--- config.mk ---
export PLATFORM = sky130hd
export DESIGN_NAME = warp_reg_scoreboard
export DESIGN_NICKNAME = d
export VERILOG_FILES = /design/src/rtl/sb_pkg.sv /design/src/rtl/sb_warp_entry.sv /design/src/rtl/warp_reg_scoreboard.sv
export SDC_FILE = /design/constraint.sdc
export NUM_CORES = 1
export LEC_CHECK = 0
export BUFFER_PORTS_ARGS = -buffer_cell sky130_fd_sc_hd__buf_4
export CORE_ASPECT_RATIO = 1.4
export CORE_MARGIN = 3
export CORE_UTILIZATION = 43
export CTS_CLUSTER_SIZE = 20
export DETAILED_ROUTE_END_ITERATION = 6
export GPL_TIMING_DRIVEN = 0
export PLACE_DENSITY_LB_ADDON = 0.25
export SYNTH_ARGS = -nofsm -noshare
export SYNTH_HDL_FRONTEND = slang
export SYNTH_HIERARCHICAL = 1
export SYNTH_SLANG_ARGS = --single-unit
--- constraint.sdc ---
create_clock -name clk -period 6.3 [get_ports clk]
set_clock_uncertainty 0.15 [all_clocks]
set_input_delay 0.63 -clock clk [delete_from_list [all_inputs] [get_ports clk]]
set_output_delay 0.63 -clock clk [all_outputs]
set_load 0.005 [all_outputs]
--- src/rtl/sb_pkg.sv ---
// Shared width helpers and default sizing for the warp register scoreboard.
package sb_pkg;

  localparam int NUM_WARPS_DEF     = 4;
  localparam int NUM_REGS_DEF      = 16;
  localparam int NUM_CLR_PORTS_DEF = 2;
  localparam int MAX_PENDING_DEF   = 4;
  localparam int ZERO_REG_EN_DEF   = 1;

  // At least one bit, so single-entry configurations still elaborate.
  function automatic int idx_width(input int n);
    return (n > 1) ? $clog2(n) : 1;
  endfunction

  function automatic int ww_of(input int num_warps);
    return idx_width(num_warps);
  endfunction

  function automatic int rw_of(input int num_regs);
    return idx_width(num_regs);
  endfunction

  function automatic int cw_of(input int max_pending);
    return idx_width(max_pending + 1);
  endfunction

endpackage

--- src/rtl/sb_warp_entry.sv ---
// One warp's pending-register vector and outstanding-write counter.
module sb_warp_entry
  import sb_pkg::*;
#(
  parameter int NUM_REGS    = NUM_REGS_DEF,
  parameter int MAX_PENDING = MAX_PENDING_DEF
) (
  input  logic                clk,
  input  logic                reset,
  input  logic [NUM_REGS-1:0] set_oh,
  input  logic [NUM_REGS-1:0] clr_oh,
  input  logic                clr_dup,
  input  logic                flush,
  output logic [NUM_REGS-1:0] pending,
  output logic                full,
  output logic                idle,
  output logic                clr_err
);

  localparam int CW = cw_of(MAX_PENDING);

  logic [CW-1:0]       count;
  logic [NUM_REGS-1:0] clr_eff;
  int                  n_clr;
  int                  count_sum;

  always_comb begin
    clr_eff = clr_oh & pending;
    n_clr   = 0;
    for (int r = 0; r < NUM_REGS; r++) begin
      n_clr = n_clr + (clr_eff[r] ? 1 : 0);
    end
    count_sum = int'(count) + ((|set_oh) ? 1 : 0) - n_clr;
  end

  // A flush discards same-cycle clears, so they cannot be reported as bad.
  assign clr_err = !flush && (clr_dup || (|(clr_oh & ~pending)));

  always_ff @(posedge clk) begin
    if (reset) begin
      pending <= '0;
      count   <= '0;
    end else if (flush) begin
      pending <= '0;
      count   <= '0;
    end else begin
      pending <= (pending & ~clr_oh) | set_oh;
      count   <= CW'(count_sum);
      assert (n_clr <= int'(count));
      assert (count_sum <= MAX_PENDING);
    end
  end

  assign full = (count == CW'(MAX_PENDING));
  assign idle = (count == '0);

endmodule

--- src/rtl/warp_reg_scoreboard.sv ---
// Per-warp destination-register scoreboard: clear-port decode, hazard check
// against registered state, and sticky clear-error reporting.
module warp_reg_scoreboard
  import sb_pkg::*;
#(
  parameter int NUM_WARPS     = NUM_WARPS_DEF,
  parameter int NUM_REGS      = NUM_REGS_DEF,
  parameter int NUM_CLR_PORTS = NUM_CLR_PORTS_DEF,
  parameter int MAX_PENDING   = MAX_PENDING_DEF,
  parameter int ZERO_REG_EN   = ZERO_REG_EN_DEF,
  localparam int WW = ww_of(NUM_WARPS),
  localparam int RW = rw_of(NUM_REGS)
) (
  input  logic                          clk,
  input  logic                          reset,
  input  logic                          issue_valid,
  input  logic [WW-1:0]                 issue_warp,
  input  logic [RW-1:0]                 issue_rs1,
  input  logic [RW-1:0]                 issue_rs2,
  input  logic [RW-1:0]                 issue_rd,
  input  logic                          issue_rd_we,
  output logic                          issue_ready,
  input  logic [NUM_CLR_PORTS-1:0]      clr_valid,
  input  logic [NUM_CLR_PORTS*WW-1:0]   clr_warp,
  input  logic [NUM_CLR_PORTS*RW-1:0]   clr_rd,
  input  logic                          flush_valid,
  input  logic [WW-1:0]                 flush_warp,
  output logic [NUM_WARPS*NUM_REGS-1:0] pending_mask,
  output logic [NUM_WARPS-1:0]          warp_full,
  output logic [NUM_WARPS-1:0]          warp_idle,
  output logic                          err_clear
);

  logic                zero_en;
  logic [NUM_REGS-1:0] pend    [NUM_WARPS];
  logic [NUM_REGS-1:0] set_oh  [NUM_WARPS];
  logic [NUM_REGS-1:0] clr_oh  [NUM_WARPS];
  logic [NUM_WARPS-1:0] clr_dup;
  logic [NUM_WARPS-1:0] flush_oh;
  logic [NUM_WARPS-1:0] clr_err;
  logic [NUM_REGS-1:0] sel;
  logic                raw, waw, rd_write, accept;

  assign zero_en = (ZERO_REG_EN != 0);

  // Hazards look only at registered state: no clear-to-issue bypass.
  always_comb begin
    sel      = pend[issue_warp];
    raw      = (sel[issue_rs1] && !(zero_en && issue_rs1 == '0)) ||
               (sel[issue_rs2] && !(zero_en && issue_rs2 == '0));
    waw      = issue_rd_we && sel[issue_rd] && !(zero_en && issue_rd == '0);
    rd_write = issue_rd_we && !(zero_en && issue_rd == '0);
  end

  assign issue_ready = !raw && !waw && !warp_full[issue_warp] &&
                       !(flush_valid && flush_warp == issue_warp);
  assign accept      = issue_valid && issue_ready;

  always_comb begin
    for (int w = 0; w < NUM_WARPS; w++) begin
      set_oh[w]   = '0;
      clr_oh[w]   = '0;
      clr_dup[w]  = 1'b0;
      flush_oh[w] = flush_valid && (flush_warp == WW'(w));
      if (accept && rd_write && issue_warp == WW'(w)) begin
        set_oh[w][issue_rd] = 1'b1;
      end
      for (int p = 0; p < NUM_CLR_PORTS; p++) begin
        if (clr_valid[p] && clr_warp[p*WW +: WW] == WW'(w)) begin
          if (clr_oh[w][clr_rd[p*RW +: RW]]) begin
            clr_dup[w] = 1'b1;
          end
          clr_oh[w][clr_rd[p*RW +: RW]] = 1'b1;
        end
      end
    end
  end

  for (genvar w = 0; w < NUM_WARPS; w++) begin : g_warp
    sb_warp_entry #(
      .NUM_REGS    (NUM_REGS),
      .MAX_PENDING (MAX_PENDING)
    ) u_entry (
      .clk     (clk),
      .reset   (reset),
      .set_oh  (set_oh[w]),
      .clr_oh  (clr_oh[w]),
      .clr_dup (clr_dup[w]),
      .flush   (flush_oh[w]),
      .pending (pend[w]),
      .full    (warp_full[w]),
      .idle    (warp_idle[w]),
      .clr_err (clr_err[w])
    );
    assign pending_mask[w*NUM_REGS +: NUM_REGS] = pend[w];
  end

  always_ff @(posedge clk) begin
    if (reset) begin
      err_clear <= 1'b0;
    end else if (|clr_err) begin
      err_clear <= 1'b1;
    end
  end

endmodule
==> reports/qor.yml <==
reg2reg_depth: 22
drc: 1
synth-seq-cells: 77
num_rows: 61
fillers: 1851
peakVddDrop_mv: 0.1601
ys.flop_type: "dfxtp_1"
setup_viol: 0
grt_pass1_wl_mm: 55.63
crit_path_end_kind: "register"
rr_startpoint: "g_warp[0].u_entry/pending[2]"
core_area_um2: 19920
drive_above_1_share_pct: 23.42
clk_latency_ps: 360
register_area_um2: 1546
dp_cells: 1491
vias: 9917
layout_common_cells: "inv_1, buf_4, nor2_1"
reg2reg_slack_ps: 130
synth_edf_count: 0
yosysUniqueCellTypes: 69
wire_per_inst_um: 25.13
synthTopCellsByArea: "dfxtp_1, fa_1, o22ai_1"
area_growth_pct: 27.98
cap_viol_max_count: 0
cts.reportedPaths.clkPinSlew_ps: 70
ys_seq_area_share_pct: 17.69
grt.total_usage_pct: 32.99
grt.overflow.total: 0
ant_nets: 0
hold_buffers: 0
worstSetupPathType: "input pin to register"
cp-startpoint: "issue_warp[1]"
hold-worst-slack_ps: 338.6
antenna_found_initial: 0
port_buffers: 100
multi_input_comb_area_um2: 7081
leakage_nw: 4.326
finalPower_mw: 1.795
drv_slew: 0
dp_hpwl_mm: 29.52
nets: 1366
cts_buffers: 9
cts_tree: "done"
die-area_um2: 22030
cts_sinks: 77
final_cells: 1516
root_buffer: "clkbuf_16"
relSlewSlack_pct: 20.12
clockBufferDepth: 2
rr_endpoint: "g_warp[0].u_entry/count[2]"
violations: "DRC"
drt_first_iter_violations: 1385
die_h_um: 174.4
cp-endpoint: "g_warp[0].u_entry/count[2]"
required_ps: 6450
tightest_slew_ps: 1198
drt_first_pass_iters: 7
crit_arrival_ps: 6370
place_ws_ps: -971.7
pin_count: 109
vias_per_cell: 6.542
die_w_um: 126.3
fin_crit_ps: 6219
syn_area_per_cell_um2: 7.698
synthArstFlopShare_pct: 0
rsz0062_at_grt: "yes"
gp_congestion: 0.9970
min_period_over_period_pct: 98.72
final_common_cell: "inv_1"
syn-cell-area_um2: 8715
worst_slack_ps: 80.58
n_antenna_cell: 0
totalWireLength_mm: 38.09
htree_num_levels: 3
crit_path_max_fanout: 10
synth_top_area_share_pct: 17.69
yosysWarnings: 6
min_path_type: "input pin to register"
run_status: "finished, violations left"
grt_pass1_vias: 9468
syn_inst: 1132
cp-start-kind: "input pin"
grt_max_degree: 16
max_freq_mhz: 160.8
p_per_area_nw_per_um2: 160.9
synth_area_leader_cell: "dfxtp_1"
hold_violations: 0
initial_core_util_pct: 43.75
[cells by family after synthesis]
family                     synth area share (%)
other                                   0.04303
DFF                                       17.69
muxes                                     10.55
xor gates and xnor gates                  4.149
and+or+nand+nor                           24.78
AOI/OAI and AO/OA                         18.16
adders and majority gates                 13.78
buffers and inverters                     10.84
[metal layers]
metal	GRT usage [%]	up-vias	routed length (um)
met4	20.89	0	3059
met5	0	-	0
met1	40.49	4731	13690
met2	53.20	697	17770
met3	5.841	186	3574
li1	-	4303	-
[through the flow]
step / cell area (um^2) / TNS, ps / util [%]
2_1_floorplan: 8741 / 0 / -
3_3_place_gp: 9807 / -5504 / 49.23
3_5_place_dp: 9807 / -5860 / 49.23
4_1_cts: 10770 / 0 / 54.08
5_1_grt: 11150 / -170.3 / 55.99
6_report: 11150 / 0 / 55.99
[how the worst min path moves through the flow]
stage / startpoint / end / slack (ps) / cells after the start
after floorplan: err_clear / err_clear / 380 / 2
after global placement: g_warp[1].u_entry/count[0] / g_warp[1].u_entry/count[1] / 410 / 2
after detailed placement: g_warp[2].u_entry/pending[7] / g_warp[2].u_entry/pending[7] / 410 / 2
after CTS: reset / err_clear / 340 / 2
after global routing: reset / err_clear / 340 / 2
final: reset / err_clear / 340 / 2
[what timing repair did]
item,CTS,global route
endpoints found under the setup margin,8,8
cloned,1,1
resized for setup,93,58
pin swaps,6,30
setup buffers,3,6
[worst max-delay path, stage by stage]
cell	delay [ps]
buf_12	140
clkbuf_16	180
mux2i_2	260
a22oi_1	110
and3_1	210
or4_4	550
o22a_1	240
buf_6	140
buf_6	170
nor4_2	480
nor4_1	80
and4_1	230
fa_1	440
ha_1	280
inv_1	50
fa_1	370
inv_1	80
fa_1	430
fa_1	500
inv_1	50
ha_1	190
a21oi_1	160
xnor3_1	320
nor2_1	80
[flip-flops by register name, summed over array words and instances (netlist names)]
name	flops
err_clear	1
g_warp.u_entry/count	12
g_warp.u_entry/pending	64
[synth_stat cells, types with 4 or more instances]
| cell | n |
|---|---|
| nand2_1 | 95 |
| a31oi_1 | 11 |
| nor2b_1 | 15 |
| a2111oi_0 | 5 |
| buf_1 | 5 |
| nand3b_1 | 4 |
| buf_4 | 6 |
| nor3b_1 | 4 |
| nor4_2 | 12 |
| buf_6 | 13 |
| clkbuf_1 | 38 |
| nand2b_1 | 4 |
| mux2_2 | 6 |
| xor2_1 | 6 |
| nand3_1 | 33 |
| a21oi_1 | 90 |
| and2_1 | 18 |
| nor2_1 | 107 |
| dfxtp_1 | 77 |
| mux2i_1 | 30 |
| buf_2 | 11 |
| or2_2 | 8 |
| mux4_2 | 23 |
| xnor2_1 | 25 |
| fa_1 | 40 |
| xnor3_1 | 4 |
| ha_1 | 32 |
| o211ai_1 | 4 |
| o22ai_1 | 96 |
| o21ai_0 | 16 |
| nor3_1 | 10 |
| nor4_1 | 73 |
| inv_1 | 141 |
| and4_1 | 4 |
| and3_1 | 11 |
| a22oi_1 | 7 |
[report_power, final]
group / total [mW] / internal (mW) / switching [mW]
combinational: 0.654 / 0.279 / 0.375
sequential: 0.538 / 0.512 / 0.0255
clock: 0.602 / 0.353 / 0.249
[layout make-up]
type,instances,area share (%)
multi-input combinational,846,63.48
inverter,143,4.813
sequential,77,13.87
tap,252,2.827
timing repair buffer,111,7.886
buffer,71,4.173
clock inverter,7,0.9311
clock buffer,9,2.019
No activity file was read; power rests on OpenSTA's default activity.
